==> config.mk <==
export PLATFORM = sky130hd
export DESIGN_NAME = frame_stream_to_sdram
export DESIGN_NICKNAME = d
export VERILOG_FILES = /design/src/rtl/slm_mem_pkg.sv /design/src/rtl/pixel_pair_packer.sv /design/src/rtl/frame_stream_to_sdram.sv
export SDC_FILE = /design/constraint.sdc
export NUM_CORES = 1
export LEC_CHECK = 0
export CAP_MARGIN = 20
export CORE_MARGIN = 2
export CORE_UTILIZATION = 43
export CTS_CLUSTER_SIZE = 16
export DETAILED_ROUTE_END_ITERATION = 12
export PLACE_DENSITY = 0.74
export RECOVER_POWER = 25
export SYNTH_ARGS = -nofsm -noshare
export SYNTH_HDL_FRONTEND = slang
export SYNTH_HIERARCHICAL = 1
export SYNTH_SLANG_ARGS = --single-unit
==> constraint.sdc <==
create_clock -name iCLK -period 2.06 [get_ports iCLK]
set_clock_uncertainty 0.15 [all_clocks]
set_input_delay 0.309 -clock iCLK [delete_from_list [all_inputs] [get_ports iCLK]]
set_output_delay 0.309 -clock iCLK [all_outputs]
set_load 0.02 [all_outputs]
==> src/rtl/slm_mem_pkg.sv <==
// -----------------------------------------------------------------------------
// slm_mem_pkg
// Shared definitions for the SDRAM frame store. The stream writer and the
// VGA reader both import this package so they agree on the address layout.
//   - Default raster size (H_ACTIVE_DEFAULT x V_ACTIVE_DEFAULT).
//   - Address field widths: {frame[5:0], line[9:0], word[8:0]} = 25 bits.
//   - make_addr(): builds the SDRAM word address from its three fields.
//   - wr_state_e: state encoding of the writer FSM.
// -----------------------------------------------------------------------------
package slm_mem_pkg;

  localparam int H_ACTIVE_DEFAULT = 1024;
  localparam int V_ACTIVE_DEFAULT = 768;

  localparam int FRAME_W      = 6;
  localparam int LINE_W       = 10;
  localparam int WORD_W       = 9;
  localparam int SDRAM_ADDR_W = FRAME_W + LINE_W + WORD_W;

  typedef enum logic [2:0] {
    ST_IDLE,
    ST_LO,
    ST_HI,
    ST_WR,
    ST_DONE
  } wr_state_e;

  function automatic logic [SDRAM_ADDR_W-1:0] make_addr(
    input logic [FRAME_W-1:0] frame,
    input logic [LINE_W-1:0]  line,
    input logic [WORD_W-1:0]  word
  );
    return {frame, line, word};
  endfunction

endpackage

==> src/rtl/pixel_pair_packer.sv <==
// -----------------------------------------------------------------------------
// pixel_pair_packer
// Byte-to-word packer for the frame writer. The controlling FSM says when
// bytes may be accepted (accept) and which half the next byte fills (sel_hi);
// the even pixel lands in word[7:0], the odd pixel in word[15:8]. Filling the
// high byte raises word_valid, which drops again on word_taken.
// Ports:
//   clk, rst_n   clock, asynchronous active-low reset
//   accept       FSM is in a byte-collecting state
//   sel_hi       next accepted byte goes to the high half
//   pix_data     byte in
//   pix_valid    byte in is valid
//   pix_ready    byte is accepted when pix_valid && pix_ready
//   byte_fire    handshake of the current cycle
//   word         packed 16-bit word
//   word_valid   both halves filled, word not yet taken
//   word_taken   consumer has written the word out
// -----------------------------------------------------------------------------
module pixel_pair_packer (
  input  logic        clk,
  input  logic        rst_n,
  input  logic        accept,
  input  logic        sel_hi,
  input  logic [7:0]  pix_data,
  input  logic        pix_valid,
  output logic        pix_ready,
  output logic        byte_fire,
  output logic [15:0] word,
  output logic        word_valid,
  input  logic        word_taken
);

  // A full word blocks further bytes until it has been taken.
  assign pix_ready = accept && !word_valid;
  assign byte_fire = pix_ready && pix_valid;

  always_ff @(posedge clk or negedge rst_n) begin
    if (!rst_n) begin
      word       <= '0;
      word_valid <= 1'b0;
    end else begin
      // NOTE: sequential state uses non-blocking assignments so every
      // register samples pre-edge values, independent of statement order.
      if (byte_fire && sel_hi) begin
        word_valid <= 1'b1;
      end else if (word_taken) begin
        word_valid <= 1'b0;
      end
      if (byte_fire) begin
        if (sel_hi) word[15:8] <= pix_data;
        else        word[7:0]  <= pix_data;
      end
    end
  end

endmodule

==> src/rtl/frame_stream_to_sdram.sv <==
// -----------------------------------------------------------------------------
// frame_stream_to_sdram
// Writer side of the SDRAM frame store. Takes one frame of 8-bit pixels in
// raster order over a valid/ready stream, packs pixel pairs into 16-bit words
// and writes them through an Avalon-MM master to
//   {frame[5:0], line[9:0], word[8:0]}.
// oDONE then gates the reader path.
// Ports:
//   iCLK, iRST_N     SDRAM controller clock, asynchronous active-low reset
//   iSTART           one-cycle frame request, honoured only when idle
//   iFRAME_ID        target frame, latched on an accepted start
//   iPIX_DATA/VALID  pixel stream in; oPIX_READY is the handshake ready
//   iWAIT_REQUEST    Avalon waitrequest from the SDRAM slave
//   oWR_EN/ADDR/DATA Avalon write strobe, word address, word data
//   oBUSY            accepted start until frame completion
//   oDONE            level, set by a complete frame, cleared by next start
// Optional feature (macro FRAME_STREAM_TEST_PATTERN_EN): adds iTEST_MODE; when
// high at the accepted start the stream is ignored and every pixel is
// generated as (column + line + frame)[7:0].
// -----------------------------------------------------------------------------
module frame_stream_to_sdram
  import slm_mem_pkg::*;
#(
  parameter int H_ACTIVE = H_ACTIVE_DEFAULT,
  parameter int V_ACTIVE = V_ACTIVE_DEFAULT
) (
`ifdef FRAME_STREAM_TEST_PATTERN_EN
  input  logic                    iTEST_MODE,
`endif
  input  logic                    iCLK,
  input  logic                    iRST_N,
  input  logic                    iSTART,
  input  logic [FRAME_W-1:0]      iFRAME_ID,
  input  logic [7:0]              iPIX_DATA,
  input  logic                    iPIX_VALID,
  output logic                    oPIX_READY,
  input  logic                    iWAIT_REQUEST,
  output logic                    oWR_EN,
  output logic [SDRAM_ADDR_W-1:0] oWR_ADDR,
  output logic [15:0]             oWR_DATA,
  output logic                    oBUSY,
  output logic                    oDONE
);

  wr_state_e          state, state_next;
  logic [FRAME_W-1:0] frame_q;
  logic [LINE_W-1:0]  line_q;
  logic [WORD_W-1:0]  word_q;
  logic               busy_q, done_q;

  logic               start_ok;
  logic               wr_done;
  logic               last_word, last_line;
  logic               accept, pack_ready, byte_fire, word_valid;
  logic [15:0]        word;
  logic [7:0]         src_data;
  logic               src_valid;

  assign accept    = (state == ST_LO) || (state == ST_HI);
  assign last_word = (word_q == WORD_W'(H_ACTIVE / 2 - 1));
  assign last_line = (line_q == LINE_W'(V_ACTIVE - 1));
  // A write completes on the first edge with the strobe up and no wait.
  assign wr_done   = (state == ST_WR) && !iWAIT_REQUEST;

`ifdef FRAME_STREAM_TEST_PATTERN_EN
  logic       test_q;
  logic [7:0] gen_pix;
  logic [7:0] gen_col;

  // Column of the next pixel is 2*word + (high half); only its low byte
  // matters because the pattern wraps at 8 bits.
  assign gen_col    = {word_q[6:0], state == ST_HI};
  assign gen_pix    = gen_col + line_q[7:0] + {2'b00, frame_q};
  assign src_data   = test_q ? gen_pix : iPIX_DATA;
  assign src_valid  = test_q ? 1'b1    : iPIX_VALID;
  assign oPIX_READY = pack_ready && !test_q;
`else
  assign src_data   = iPIX_DATA;
  assign src_valid  = iPIX_VALID;
  assign oPIX_READY = pack_ready;
`endif

  pixel_pair_packer u_packer (
    .clk        (iCLK),
    .rst_n      (iRST_N),
    .accept     (accept),
    .sel_hi     (state == ST_HI),
    .pix_data   (src_data),
    .pix_valid  (src_valid),
    .pix_ready  (pack_ready),
    .byte_fire  (byte_fire),
    .word       (word),
    .word_valid (word_valid),
    .word_taken (wr_done)
  );

  always_comb begin
    // NOTE: every variable gets a default before the case so no path can
    // leave it unassigned, which would otherwise infer a latch.
    state_next = state;
    start_ok   = 1'b0;
    case (state)
      ST_IDLE: if (iSTART) begin
        start_ok   = 1'b1;
        state_next = ST_LO;
      end
      ST_LO:   if (byte_fire) state_next = ST_HI;
      ST_HI:   if (byte_fire) state_next = ST_WR;
      ST_WR:   if (wr_done) state_next = (last_word && last_line) ? ST_DONE : ST_LO;
      ST_DONE: state_next = ST_IDLE;
      default: state_next = ST_IDLE;
    endcase
  end

  always_ff @(posedge iCLK or negedge iRST_N) begin
    if (!iRST_N) begin
      state <= ST_IDLE;
    end else begin
      state <= state_next;
    end
  end

  always_ff @(posedge iCLK or negedge iRST_N) begin
    if (!iRST_N) begin
      frame_q <= '0;
      line_q  <= '0;
      word_q  <= '0;
      busy_q  <= 1'b0;
      done_q  <= 1'b0;
`ifdef FRAME_STREAM_TEST_PATTERN_EN
      test_q  <= 1'b0;
`endif
    end else begin
      if (start_ok) begin
        frame_q <= iFRAME_ID;
        line_q  <= '0;
        word_q  <= '0;
        busy_q  <= 1'b1;
        done_q  <= 1'b0;
`ifdef FRAME_STREAM_TEST_PATTERN_EN
        test_q  <= iTEST_MODE;
`endif
      end
      if (wr_done) begin
        if (last_word) begin
          word_q <= '0;
          line_q <= line_q + LINE_W'(1);
        end else begin
          word_q <= word_q + WORD_W'(1);
        end
        if (last_word && last_line) begin
          busy_q <= 1'b0;
          done_q <= 1'b1;
        end
      end
    end
  end

  // The strobe follows the WR state directly; address and data come from
  // registers that cannot change while in WR, so they hold under waitrequest.
  assign oWR_EN   = (state == ST_WR);
  assign oWR_ADDR = make_addr(frame_q, line_q, word_q);
  assign oWR_DATA = word;
  assign oBUSY    = busy_q;
  assign oDONE    = done_q;

endmodule
Word-level counts from Yosys, hierarchy flattened
Cells that the tools add are included.
{ "word_totals": {"reg_bits": 47, "in_bits": 19, "out_inout_bits": 45, "word_cells": 57} }
{ "op_classes": {"n_addsub": 2, "n_eq_ne": 9, "n_mux": 22, "bitwise_logic": 1, "n_reduce_logical": 14} }
{ "ops": {"columns": ["op", "n"], "rows": [
  ["2-to-1 mux 10 bit", 3],
  ["2-to-1 mux 9 bit", 3],
  ["2-to-1 mux 3 bit", 5],
  ["case mux 3 bit (4 select lines)", 1],
  ["adder 10 x 1 -> 10 bit, second input constant", 1],
  ["== test 10 bit, second input constant", 1],
  ["2-to-1 mux 1 bit", 10],
  ["adder 9 x 1 -> 9 bit, second input constant", 1],
  ["== test 9 bit, second input constant", 1],
  ["== test 3 x 2 -> 1 bit, second input constant", 2],
  ["logical AND 1 bit", 5],
  ["!= test 2 x 1 -> 1 bit, second input constant", 2],
  ["!= test 2 bit, second input constant", 2],
  ["AND reduction 2 bit", 2],
  ["AND reduction 4 bit", 1],
  ["nonzero test 2 bit", 2],
  ["== test 3 x 1 -> 1 bit, second input constant", 1],
  ["logical NOT 3 bit", 1],
  ["logical NOT 1 bit", 2],
  ["logical OR 1 bit", 1],
  ["NOT 1 bit", 1]
]} }

Logic depth before layout (Yosys ltp)
{ "depth": {"word_depth": 6, "depth_mapped": 8, "depth_no_buf": 7} }

Cells and area by module
Netlist, hierarchy kept.
{ "by_module_without_submodules": {"columns": ["mod", "n_inst", "cells_per_inst", "area_each_um2"], "rows": [
  ["frame_stream_to_sdram", 1, 154, 1561.5],
  ["pixel_pair_packer", 1, 40, 666.9]
]} }

Worst setup path after synthesis
Ideal clock, no wire load.
{ "synth_timing": {"path_type": "reg2reg", "startpoint": "reg word_q[0]", "endpoint": "reg line_q[6]", "setup_ns": 0.077, "t_arrival_ns": 2.061, "required_time_ns": 1.833, "path_slack_ns": -0.229, "path_stages_with_launch": 8, "n_path_buf": 0, "cell_sequence": "dfrtp_1 ha_1 nand2_1 nor2_1 ha_1 nand4_1 or4_1 a21oi_1"} }
{ "synth_via": {"elab_chain_cells": 3} }
{ "synth_lines": {"columns": ["item", "line", "source"], "rows": [
  ["start: declaration", "frame_stream_to_sdram.sv:48", "logic [WORD_W-1:0] word_q;"],
  ["start signal: assignment", "frame_stream_to_sdram.sv:149", "word_q <= word_q + WORD_W'(1);"],
  ["== test 9 bit", "frame_stream_to_sdram.sv:60", "assign last_word = (word_q == WORD_W'(H_ACTIVE / 2 - 1));"],
  ["2-to-1 mux 10 bit", "frame_stream_to_sdram.sv:145", "if (last_word) begin"],
  ["2-to-1 mux 10 bit", "frame_stream_to_sdram.sv:144", "if (wr_done) begin"],
  ["end signal: assignment", "frame_stream_to_sdram.sv:147", "line_q <= line_q + LINE_W'(1);"],
  ["end: declaration", "frame_stream_to_sdram.sv:47", "logic [LINE_W-1:0] line_q;"]
]} }
Every way passes these cells.
A chain may end at the register's enable or synchronous reset.

Worst setup path in the final report
{ "layout_timing": {"startpoint": "reg word_q[2]", "endpoint": "reg line_q[6]"} }
Same word-level chain as after synthesis.

==> flow_summary.ini <==
[pwr]
p_int_mw = 1.555
switching_share_pct = 22.95
p_sw_mw = 0.4632
seq_power_share_pct = 48.5
clock_power_share_pct = 40.1
power.leakage_nw = 1.433
power.density_mw_per_mm2 = 626.3
combPwrFrac_pct = 11.4
irDropWorstVdd_mv = 0.4135

[critical_path]
end_kind = flop
worst_ep_required_time_ps = 2150
cp_max_fo = 6
critPathKind = reg -> reg
cp-start-kind = flop
arrival_ps = 2140

[logic_synthesis]
ys_async_sr_fraction_pct = 100.0
synth_flop_cell = dfrtp_1
syn-cell-area_mm2 = 0.002228
ys_types = 51
synth_seq_area_share_pct = 52.78
netlist_instances = 194
synth-edff-count = 0
synth_nets = 216
syn_area_per_cell_um2 = 11.49
ys_ff_latch = 47
ys_warn_count = 6

[final_layout]
diodes = 0
layoutNonFillerInstCount = 351
syn_to_final_growth_pct = 44.58
nets = 302
final_area_mm2 = 0.003222
fin_util_pct = 63.90
drive_gt1_share_pct = 24.20

[clock_tree]
cts_sinks = 47
cts_buffers = 5
cts_root_buf = clkbuf_8
insertion_delay_ps = 300
h-tree-depth = 2
clkTransAtPathRegs_ps = 90
tritoncts = yes
clock_path_buffers = 2

[timing]
post-route-period-util_pct = 99.57
fin_hold_ws_ps = 344.7
drv_slew = 0
tns_ps = 0
rsz0062_at_grt = true
fmax_mhz = 487.5
tightest_slew_ps = 678.9
setup_viol = 0
post-route-min-period_ps = 2051
finalHoldViolations = 0
maxSlewHeadroom_pct = 54.74

[route]
drt_first_pass_iters = 4
ant_nets = 0
routedWlPerCell_um = 14.78
vias_per_cell = 5.199
dr_total_vias = 1825
drtIter0Drc = 86
drc = 0
routed_wl_mm = 5.189

[floorplanning]
initial_core_util_pct = 44.19
num_rows = 26
io_pins = 64
dieArea_mm2 = 0.005774
die_h_um = 75.99
design.core.area_mm2 = 0.005042
die_w_um = 75.99

[grt]
gr-usage-all-layers_pct = 18.31
grt_pass1_vias = 1760
grt_max_degree = 28
overflow = 0
antenna_found_initial = 0
grt_first_pass_wirelength_mm = 8.618

[placement]
place_inst = 341
port-buffer-count = 63
place.gp.congestion = 0.8564
placed_area_mm2 = 0.003059
dpl.hpwl_mm = 3.733

[min_path]
min_path_type = reg -> reg

[flow_run]
cap_violations = 0

[outcome]
status = completed
==> final timing paths <==
check                      slack [ps]                           end                   start  cells past startpoint
max in group asynchronous         440  u_packer/word[8]$_DFFE_PN0P_                  iRST_N                      3
min                               340        frame_q[0]$_DFFE_PN0P_  frame_q[0]$_DFFE_PN0P_                      2
min in group asynchronous         420  u_packer/word[4]$_DFFE_PN0P_                  iRST_N                      2
max                                 9           line_q[6]$_DFF_PN0_   word_q[2]$_DFFE_PN0P_                      7
max reg2reg                         9           line_q[6]$_DFF_PN0_   word_q[2]$_DFFE_PN0P_                      7
min reg2reg                       340        frame_q[0]$_DFFE_PN0P_  frame_q[0]$_DFFE_PN0P_                      2
==> layout by cell type, fill, tap and decap left out, types with 2 or more instances in the layout <==
cell type / netlist / routed
nor2_1: 6 / 5
xnor2_1: 2 / 2
nor3_1: 2 / 2
clkbuf_8: 0 / 5
bufinv_16: 0 / 2
and3_1: 2 / 2
nand4_1: 4 / 4
o31ai_1: 2 / 2
inv_1: 4 / 4
o21ai_0: 4 / 4
mux2_2: 17 / 17
dfrtp_1: 47 / 41
o311ai_0: 2 / 2
a21oi_1: 4 / 3
dlygate4sd2_1: 0 / 2
nor4_1: 3 / 3
clkdlybuf4s50_1: 0 / 60
a41oi_1: 2 / 2
mux2i_1: 6 / 6
dfrtp_2: 0 / 6
buf_4: 1 / 23
nor3b_1: 2 / 2
nand3_1: 7 / 7
o211ai_1: 2 / 2
nand2_1: 33 / 32
nor2_2: 1 / 2
a31oi_1: 4 / 4
==> cells in the mapped netlist (3+ instances only) <==
master | number | area [um2]
nand2_1 | 33 | 123.9
buf_6 | 5 | 56.30
nor2_1 | 6 | 22.52
a31oi_1 | 4 | 25.02
inv_1 | 4 | 15.01
nand3_1 | 7 | 35.03
nor4_1 | 3 | 18.77
a21oi_1 | 4 | 20.02
mux2_2 | 17 | 191.4
ha_1 | 3 | 37.54
mux2i_1 | 6 | 60.06
dfrtp_1 | 47 | 1176
nand4_1 | 4 | 25.02
o21ai_0 | 4 | 20.02
==> state kept, by name (all words and copies together), names as in the netlist <==
register and flops:
u_packer/word 16, line_q 10, word_q 9, frame_q 6
state 3, oBUSY 1, oDONE 1, u_packer/word_valid 1
==> cells by family (layout without fill, tap and decap cells) <==
kind of cell             after synthesis  count (layout)  share of synthesized area (%)
flip-flops                            47              47                          52.78
buffers and inverters                 13             100                          4.155
AND/OR/NAND/NOR                       76              76                          19.37
AO/OA/AOI/OAI                         29              29                          9.545
multiplexers                          23              23                          11.29
adder cells (fa/ha/maj)                3               3                          1.685
XOR/XNOR                               3               3                          1.179
==> through the flow <==
stage / setup WS [ps] / power, mW
final: 8.772 / 2.018
after global routing: -68.48 / 2.090
after CTS: 6.127 / 2.034
after detailed placement: 13.49 / 1.227
after global placement: 39.72 / 1.226
after floorplan: -35.88 / 1.089
==> area by class of cell <==
cell class              count  area (um2)
fillers                   417        1821
clock inverters             3       67.56
well taps                  70       87.58
clock buffers               5       68.82
inverters                   4       15.01
repair buffers             88       809.5
flip-flops and latches     47        1184
multi-input cells         134       989.7
==> timing repair <==
item / CTS / global route
pin swaps: 0 / 6
endpoints found under the setup margin: 2 / 10
endpoints found under the hold margin: 25 / 0
buffers inserted: 0 / 1
gates resized for setup: 2 / 5
hold buffers: 1 / 0
==> layer usage <==
metal / vias to the layer above / track usage, % / wire, um
li1: 881 / - / -
met1: 892 / 25.00 / 2416
met2: 47 / 28.57 / 2423
met3: 5 / 5.095 / 293
met4: 0 / 5.818 / 55
met5: - / 0 / 0
==> power groups by stage <==
stage                     sequential, mW  clock, mW  combinational (mW)
after global routing               0.983      0.855               0.252
after floorplan                     1.03          0              0.0555
after CTS                          0.978      0.820               0.236
after global placement             0.996          0               0.230
final                              0.979      0.808               0.231
after detailed placement           0.994          0               0.233
==> worst max-delay path, stage by stage, from the launching register on <==
cell and delay [ps]:
dfrtp_2 370, and4_4 240, nand2_2 60, nor2_2 90
ha_2 190, nand4_1 210, or4_4 540, a21oi_2 140
Power figures use the tool's default switching activity.
